`src/rtl/kb_fifo_pkg.sv`:
```
// Shared types and key codes for the keyboard character FIFO.
// Optional KB_FIFO_COALESCE_EN is consumed by kb_char_fifo.
package kb_fifo_pkg;

  typedef enum logic {
    W_IDLE,
    W_ACK
  } wr_state_e;

  localparam logic [6:0] KEY_W = 7'h57;
  localparam logic [6:0] KEY_A = 7'h41;
  localparam logic [6:0] KEY_S = 7'h53;
  localparam logic [6:0] KEY_D = 7'h44;

endpackage

```
`src/rtl/kb_fifo_wr_handshake.sv`:
```
// Four-phase write handshake: one accept pulse per wr_en high period,
// ack held until the request drops.
module kb_fifo_wr_handshake
  import kb_fifo_pkg::*;
(
  input  logic i_clk,
  input  logic i_rst,
  input  logic i_wr_en,
  output logic o_wr_accept,
  output logic o_wr_ack
);

  wr_state_e r_state;
  wr_state_e w_next;

  always_ff @(posedge i_clk) begin
    if (i_rst) r_state <= W_IDLE;
    else       r_state <= w_next;
  end

  always_comb begin
    w_next      = r_state;
    o_wr_accept = 1'b0;
    o_wr_ack    = 1'b0;
    unique case (r_state)
      W_IDLE: begin
        if (i_wr_en) begin
          o_wr_accept = 1'b1;
          w_next      = W_ACK;
        end
      end
      W_ACK: begin
        o_wr_ack = 1'b1;
        if (!i_wr_en) w_next = W_IDLE;
      end
      default: w_next = W_IDLE;
    endcase
  end

endmodule

```
`src/rtl/kb_char_fifo.sv`:
```
// FWFT keyboard character FIFO; drops and flags overflow when full.
// Define KB_FIFO_COALESCE_EN to suppress repeats of the newest entry.
module kb_char_fifo
  import kb_fifo_pkg::*;
#(
  parameter int DATA_W     = 7,
  parameter int DEPTH_LOG2 = 3
) (
  input  logic                  fifo_clk,
  input  logic                  fifo_rst,
  input  logic [DATA_W-1:0]     din,
  input  logic                  wr_en,
  output logic                  wr_ack,
  input  logic                  rd_en,
  output logic [DATA_W-1:0]     dout,
  output logic                  empty,
  output logic                  full,
  output logic [DEPTH_LOG2:0]   count,
  output logic                  overflow
);

  localparam int DEPTH = 1 << DEPTH_LOG2;
  localparam logic [DEPTH_LOG2:0] PTR_ONE = 1;

  logic [DATA_W-1:0]   r_mem [DEPTH];
  logic [DEPTH_LOG2:0] r_wr_ptr;
  logic [DEPTH_LOG2:0] r_rd_ptr;
  logic                r_overflow;

  logic w_accept;
  logic w_rd_eff;
  logic w_dup;
  logic w_store;
  logic w_drop;

  kb_fifo_wr_handshake u_hs (
    .i_clk       (fifo_clk),
    .i_rst       (fifo_rst),
    .i_wr_en     (wr_en),
    .o_wr_accept (w_accept),
    .o_wr_ack    (wr_ack)
  );

  assign count    = r_wr_ptr - r_rd_ptr;
  assign empty    = (count == '0);
  assign full     = count[DEPTH_LOG2];
  assign overflow = r_overflow;
  assign dout     = empty ? '0 : r_mem[r_rd_ptr[DEPTH_LOG2-1:0]];

`ifdef KB_FIFO_COALESCE_EN
  localparam logic [DEPTH_LOG2-1:0] IDX_ONE = 1;
  logic [DEPTH_LOG2-1:0] w_last_idx;
  assign w_last_idx = r_wr_ptr[DEPTH_LOG2-1:0] - IDX_ONE;
  assign w_dup      = !empty && (din == r_mem[w_last_idx]);
`else
  assign w_dup = 1'b0;
`endif

  // A full FIFO still stores when the head leaves on the same edge
  assign w_rd_eff = rd_en && !empty;
  assign w_store  = w_accept && !w_dup && (!full || w_rd_eff);
  assign w_drop   = w_accept && !w_dup && full && !w_rd_eff;

  always_ff @(posedge fifo_clk) begin
    if (fifo_rst) begin
      r_wr_ptr   <= '0;
      r_rd_ptr   <= '0;
      r_overflow <= 1'b0;
    end else begin
      if (w_store)  r_wr_ptr   <= r_wr_ptr + PTR_ONE;
      if (w_rd_eff) r_rd_ptr   <= r_rd_ptr + PTR_ONE;
      if (w_drop)   r_overflow <= 1'b1;
    end
  end

  always_ff @(posedge fifo_clk) begin
    if (w_store) r_mem[r_wr_ptr[DEPTH_LOG2-1:0]] <= din;
  end

endmodule

```
`config.mk`:
```
export PLATFORM = sky130hd
export DESIGN_NAME = kb_char_fifo
export DESIGN_NICKNAME = d
export VERILOG_FILES = /design/src/rtl/kb_fifo_pkg.sv /design/src/rtl/kb_fifo_wr_handshake.sv /design/src/rtl/kb_char_fifo.sv
export SDC_FILE = /design/constraint.sdc
export NUM_CORES = 1
export LEC_CHECK = 0
export ABC_AREA = 1
export BUFFER_PORTS_ARGS = -buffer_cell sky130_fd_sc_hd__buf_2
export CAP_MARGIN = 20
export CORE_ASPECT_RATIO = 0.8
export CORE_MARGIN = 5
export CORE_UTILIZATION = 59
export DETAILED_ROUTE_END_ITERATION = 8
export PLACE_DENSITY = 0.79
export SKIP_CTS_REPAIR_TIMING = 1
export SLEW_MARGIN = 20
export SYNTH_ARGS = -nofsm -noshare
export SYNTH_HDL_FRONTEND = slang
export SYNTH_SLANG_ARGS = --single-unit
```
`constraint.sdc`:
```
create_clock -name fifo_clk -period 3.1 [get_ports fifo_clk]
set_input_delay 0.775 -clock fifo_clk [delete_from_list [all_inputs] [get_ports fifo_clk]]
set_output_delay 0.775 -clock fifo_clk [all_outputs]
set_load 0.005 [all_outputs]
```
==> results of run 1 <==
[flip-flops by register name (all words and copies together), names as in the netlist, named ones only]
register,count
overflow,1
r_rd_ptr,4
u_hs.r_state,1
r_mem,56
r_wr_ptr,4
[layer usage]
| layer | GRT usage | routed length (um) | share of wire | vias to the layer above |
|---|---|---|---|---|
| met5 | 0 | 0 | 0 | - |
| met4 | 0.1059 | 104 | 0.017 | 0 |
| met3 | 0.04096 | 412 | 0.068 | 11 |
| met2 | 0.3209 | 3003 | 0.49 | 64 |
| met1 | 0.2419 | 2550 | 0.42 | 996 |
| li1 | - | - | - | 1088 |
[cells by family (layout without fill, tap and decap cells)]
| group | after synthesis | in the layout | share of synthesized area |
|---|---|---|---|
| simple gates | 172 | 172 | 0.2511 |
| fa+ha+maj | 6 | 6 | 0.02639 |
| compound gates | 25 | 25 | 0.04359 |
| xor+xnor | 4 | 4 | 0.01119 |
| flops | 69 | 69 | 0.6206 |
| buf+inv | 33 | 71 | 0.04718 |
[report_power, final]
group	internal, mW	switching (mW)
sequential	1.05	0.0470
combinational	0.286	0.463
clock	0.373	0.339
[area by class of cell]
cell class                      instances  area share
Clock buffer                            9     0.03508
Sequential cell                        69      0.5503
Inverter                               22     0.02481
Clock inverter                          7     0.02091
Tap cell                               62     0.02197
Timing Repair Buffer                   33     0.05245
Multi-Input combinational cell        207      0.2945
[metrics by stage]
stage,cells,hold slack (ns),setup slack [ns]
2_1_floorplan,309,0.4466,0.5733
3_3_place_gp,393,0.4335,0.4239
6_report,409,0.4525,0.1338
4_1_cts,409,0.4580,-0.07795
3_5_place_dp,393,0.4460,0.3005
5_1_grt,409,0.4893,-0.001394
[cells in the final DEF, fill, tap and decap left out, drive strengths merged]
cell / Yosys / routed
clkinvlp: 0 / 1
clkbuf: 2 / 9
buf: 9 / 33
xor2: 4 / 4
ha: 5 / 5
inv: 22 / 23
nand3: 26 / 26
nor2: 69 / 69
o21ai: 18 / 18
nand2: 75 / 75
fa: 1 / 1
clkinv: 0 / 4
dfxtp: 13 / 13
nand3b: 2 / 2
edfxtp: 56 / 56
bufinv: 0 / 1
a21oi: 7 / 7
[worst register-to-register path, delay by kind of cell, from the launching register on]
kind,cells,cell delay (ns)
flops,1,0.47
buf+inv,1,0.07
fa+ha+maj,1,0.33
compound gates,1,0.24
simple gates,5,0.82
[worst max-delay path by stage]
| stage | slack, ns | from | endpoint | depth (start not counted) |
|---|---|---|---|---|
| final | 0.13 | r_wr_ptr[0] | dout[4] | 9 |
| after global routing | -0.001 | r_wr_ptr[0] | dout[6] | 9 |
| after CTS | -0.08 | r_wr_ptr[0] | dout[0] | 9 |
| after detailed placement | 0.30 | r_wr_ptr[0] | dout[0] | 9 |
| after global placement | 0.42 | r_wr_ptr[0] | dout[1] | 9 |
| after floorplan | 0.57 | r_wr_ptr[0] | dout[0] | 8 |
==> impl_metrics.ini, run 1 <==
[routing]
route.antenna.remaining_nets = 0
number_of_detailed_route_iterations_in_the_first_pass = 4
wire_per_inst_um = 14.84
vias = 2159
drc = 0
routed_wirelength_mm = 6.069
detail_route.iter0.violations = 187
drt_via_density = 5.279

[timing]
achievable-frequency_mhz = 337.1
headroom_to_the_max_slew_limit = 0.6466
fin_tns_setup_ns = 0
final-setup-viol-count = 0
worst-slew-pin-transition_ns = 0.5295
timing.final.crit_period_ns = 2.966
layout_worst_path_cycle_share = 0.9568
skew_ns = 0.004644
slew_violations = 0
hold_viol_final = 0

[floorplanning]
dieArea_sq_um = 6870
io_pins = 26
placementRows = 23
die_h_um = 75.14
floorplan.core_area_sq_um = 5065
die_x_um = 91.43
effective_utilization_at_floorplan = 0.6178

[worst_setup_path]
worst-r2r-setup-slack_ns = 0.80
startpoint_type = register
critical-path-top-delay-family = adder cells
path_class = register to output port
r2r_end = r_mem[4][5]
worstPathRequired_ns = 2.32
critical_path_cell_list = inv_1 > ha_1 > fa_1 > nand2_1 > nor2_4 > nand3_4 > inv_4 > nor2_1 > buf_2
cp_data_arrival_time_ns = 2.19
timing.rr.start = r_wr_ptr[2]
timing.critical_path.to_type = output port
worstPathBufferInverterCount = 3
critical-path-max-stage-delay_ns = 0.51
critical_path.max_fanout = 7
worst_path_max_delay_cell = sky130_fd_sc_hd__fa_1
reg2regPathDepth = 8

[layout]
ff_latch_area_sq_um = 1943
drive_gt1_frac = 0.2219
multi_input_comb_area_sq_um = 1040
design_area_sq_um = 3531
layout.filler_cells = 380
n_antenna_cell = 0
layout.nets = 359
final_core_utilization = 0.6971
area_delta_synth_final_pct = 12.83

[synth]
syn-num-nets = 326
synth.area.top_cells = sky130_fd_sc_hd__edfxtp_1, sky130_fd_sc_hd__dfxtp_1, sky130_fd_sc_hd__nand2_1
postSynthAreaPerCell_sq_um = 10.13
synth_top_area_share = 0.5374
synth_async_reset_ratio = 0
synth_seq_area_share = 0.6206
ys_dominant_reg_cell = sky130_fd_sc_hd__edfxtp_1
yosys_reg_bits = 69
synth_common_cells = sky130_fd_sc_hd__nand2_1, sky130_fd_sc_hd__nor2_1, sky130_fd_sc_hd__edfxtp_1
synth_top_cell_by_area = sky130_fd_sc_hd__edfxtp_1
synthesis.instances = 309
cell_area_after_technology_mapping_sq_um = 3129
yosysWarningCount = 0
count_of_flip_flops_with_a_built_in_enable_after_synthesis = 56
post_synth_num_cell_types = 24
synthMostInstantiatedCell = sky130_fd_sc_hd__nand2_1

[clocking]
cts_max_path_buffers = 2
clock_latency_ns = 0.35
clkTransAtPathRegs_ns = 0.07
number_of_h_tree_levels = 3
ctsRootBufferMaster = sky130_fd_sc_hd__clkbuf_8
clock-sinks = 69
tritoncts_clock_tree = done
cts_inserted_buffers = 9

[power_and_ir_drop]
p_total_mw = 2.559
static_leakage_nw = 1.415
pwr_density_cell_nw_per_um2 = 724.8
ir_drop_mv = 0.5186

[global_routing]
grt_util_all_layers = 0.1934
global_route.overflow_total = 0
global_route_wire_length_before_repair_mm = 9.756
grt_antenna_before_repair = 0
first_global_vias = 1998
largest_net_degree_at_the_start_of_global_routing = 29

[min_path]
min_from = overflow
whs_endpoint = overflow
holdCritPathClass = register to register
timing.hold.worst_path_depth = 2

[status]
result_of_the_run = completed

[place]
port_buffers = 25
detailedPlacementHpwl_mm = 4.044
dpl_cell_area_sq_um = 3329
routabilityCongestion = 0.8102

[job]
max-cap-violations = 0
No activity file was read; power rests on OpenSTA's default activity.
==> run 2, diff against run 1 <==
--- a/config.mk
+++ b/config.mk
@@ -10,11 +10,12 @@
 export CAP_MARGIN = 20
 export CORE_ASPECT_RATIO = 0.8
 export CORE_MARGIN = 5
-export CORE_UTILIZATION = 59
+export CORE_UTILIZATION = 31
 export DETAILED_ROUTE_END_ITERATION = 8
-export PLACE_DENSITY = 0.79
+export PLACE_DENSITY = 0.47
 export SKIP_CTS_REPAIR_TIMING = 1
 export SLEW_MARGIN = 20
 export SYNTH_ARGS = -nofsm -noshare
 export SYNTH_HDL_FRONTEND = slang
+export SYNTH_HIERARCHICAL = 1
 export SYNTH_SLANG_ARGS = --single-unit
==> impl_metrics.ini, run 2 <==
[synth]
postSynthAreaPerCell_sq_um = 10.12
synth_top_area_share = 0.5398
ys_dominant_reg_cell = sky130_fd_sc_hd__edfxtp_1
synth_async_reset_ratio = 0
yosysWarningCount = 6
synth_common_cells = sky130_fd_sc_hd__nand2_1, sky130_fd_sc_hd__nor2_1, sky130_fd_sc_hd__edfxtp_1
main_combinational_cell_family_by_area_after_synthesis = simple AND/OR/NAND/NOR gates
synth.mux.area_fraction = 0
synth_adder_area_share = 0.02651
count_of_flip_flops_with_a_built_in_enable_after_synthesis = 56
synthesis.instances = 308
post_synth_num_cell_types = 23
syn-num-nets = 325
cell_area_after_technology_mapping_sq_um = 3115
synth_seq_area_share = 0.6233
complex_gate_fraction_of_the_synthesized_area = 0.04137
yosys_reg_bits = 69
synthSimpleGateAreaFrac = 0.2514
synthMostInstantiatedCell = sky130_fd_sc_hd__nand2_1
synth_xor_area_frac = 0.01124
synth_top_cell_by_area = sky130_fd_sc_hd__edfxtp_1
synth.area.top_cells = sky130_fd_sc_hd__edfxtp_1, sky130_fd_sc_hd__dfxtp_1, sky130_fd_sc_hd__nand2_1

[routing]
routed_wirelength_mm = 6.773
drc = 0
number_of_detailed_route_iterations_in_the_first_pass = 5
detail_route.iter0.violations = 94
vias = 2117
route.antenna.remaining_nets = 0
wire_per_inst_um = 14.02
drt_via_density = 4.383

[layout]
mostFrequentLayoutCell = sky130_fd_sc_hd__nand2_1
n_antenna_cell = 0
drive_gt1_frac = 0.2161
multi_input_comb_area_sq_um = 1030
most-common-layout-cells = sky130_fd_sc_hd__nand2_1, sky130_fd_sc_hd__nor2_1, sky130_fd_sc_hd__edfxtp_1
ff_latch_area_sq_um = 1943
design_area_sq_um = 3730
largest_reg_flops = 56
area_delta_synth_final_pct = 19.72
final_core_utilization = 0.3834
layout.filler_cells = 973
layout.nets = 359

[clocking]
tritoncts_clock_tree = done
ctsRootBufferMaster = sky130_fd_sc_hd__clkbuf_16
cts_max_path_buffers = 2
cts_inserted_buffers = 9
clkTransAtPathRegs_ns = 0.06
number_of_h_tree_levels = 3
clock_latency_ns = 0.32
clock-sinks = 69

[timing]
achievable-frequency_mhz = 337.0
hold_viol_final = 0
worst-slew-pin-transition_ns = 0.5198
final-setup-viol-count = 0
fin_tns_setup_ns = 0
layout_worst_path_cycle_share = 0.9572
slew_violations = 0
skew_ns = 0.005876
rsz0062_at_grt = no
headroom_to_the_max_slew_limit = 0.6531
timing.final.crit_period_ns = 2.967

[min_path]
holdCritPathClass = register to register

[place]
dpl_cell_area_sq_um = 3412
detailedPlacementHpwl_mm = 4.576
port_buffers = 25
routabilityCongestion = 0.7048

[worst_setup_path]
path_class = register to output port
cp_data_arrival_time_ns = 2.19
worst-r2r-setup-slack_ns = 0.75
worst_path_max_delay_cell = sky130_fd_sc_hd__fa_1
critical_path_cell_list = inv_1 > ha_1 > fa_1 > nand2_1 > nor2_2 > nand3_4 > inv_4 > nor2_1 > buf_2
worstPathBufferInverterCount = 3
worstPathRequired_ns = 2.32
critical_path.max_fanout = 7
timing.critical_path.to_type = output port
critical-path-max-stage-delay_ns = 0.52
critical-path-top-delay-family = adder cells
startpoint_type = register

[floorplanning]
die_h_um = 99.67
dieArea_sq_um = 12170
effective_utilization_at_floorplan = 0.3202
die_x_um = 122.1
floorplan.core_area_sq_um = 9729
placementRows = 32
io_pins = 26

[global_routing]
global_route.overflow_total = 0
global_route_wire_length_before_repair_mm = 11.06
first_global_vias = 2079
grt_util_all_layers = 0.1192
largest_net_degree_at_the_start_of_global_routing = 29
grt_antenna_before_repair = 0

[power_and_ir_drop]
pwr_density_cell_nw_per_um2 = 781.6
static_leakage_nw = 1.465
ir_drop_mv = 0.3015

[job]
max-cap-violations = 0

[status]
result_of_the_run = completed
-- run 2: changes by cell type in the layout (fill, tap and decap cells not counted), sizes merged --
cell	before	now
bufinv	1	2
clkinv	4	3
-- run 2: layout make-up --
class / count / area share
tap: 136 / 0.04562
multi-input combinational: 207 / 0.2761
clock buffer: 9 / 0.06038
inverter: 22 / 0.02348
clock inverter: 7 / 0.02382
timing repair buffer: 33 / 0.04965
sequential: 69 / 0.5210
-- run 2: cells by family after synthesis --
| family | count (synthesis) |
|---|---|
| buffers and inverters | 32 |
| and+or+nand+nor | 172 |
| xor gates and xnor gates | 4 |
| AOI/OAI and AO/OA | 25 |
| DFF | 69 |
| adders and majority gates | 6 |
-- run 2: stage by stage --
step	power, mW	hold WS [ns]	worst slack (ns)	std cells
after CTS	2.957	0.4565	0.001436	483
after global placement	1.879	0.4328	0.4458	467
after detailed placement	1.885	0.4477	0.3638	467
after floorplan	1.630	0.4405	0.6352	308
after global routing	3.090	0.4817	0.007343	483
final	2.915	0.4503	0.1325	483
-- run 2: power breakdown --
part	total [mW]	switching, mW	internal (mW)
combinational	0.750	0.466	0.285
sequential	1.10	0.0488	1.05
clock	1.06	0.364	0.699
-- run 2: path summary, 6_finish.rpt --
path	from	to	cells past startpoint
setup / recovery	r_wr_ptr[0]	dout[6]	9
setup reg to reg	r_rd_ptr[2]	r_mem[0][6]	9
hold reg to reg	overflow	overflow	2
hold / removal	overflow	overflow	2
-- run 2: routing by layer --
metal  wire length [um]  vias to the layer above  GRT usage  part of all wire
li1                   -                     1087          -                 -
met1               3267                     1000     0.1606              0.48
met2               3188                       25     0.1919              0.47
met3                248                        5    0.02899             0.037
met4                 68                        0    0.03356             0.010
met5                  0                        -          0                 0
-- run 2: tightest hold or removal path, delay by kind of cell, from the launching register on --
kind | cells | cell delay (ns)
AO/OA/AOI/OAI | 1 | 0.05
buffers and inverters | 1 | 0.05
flip-flops | 1 | 0.30
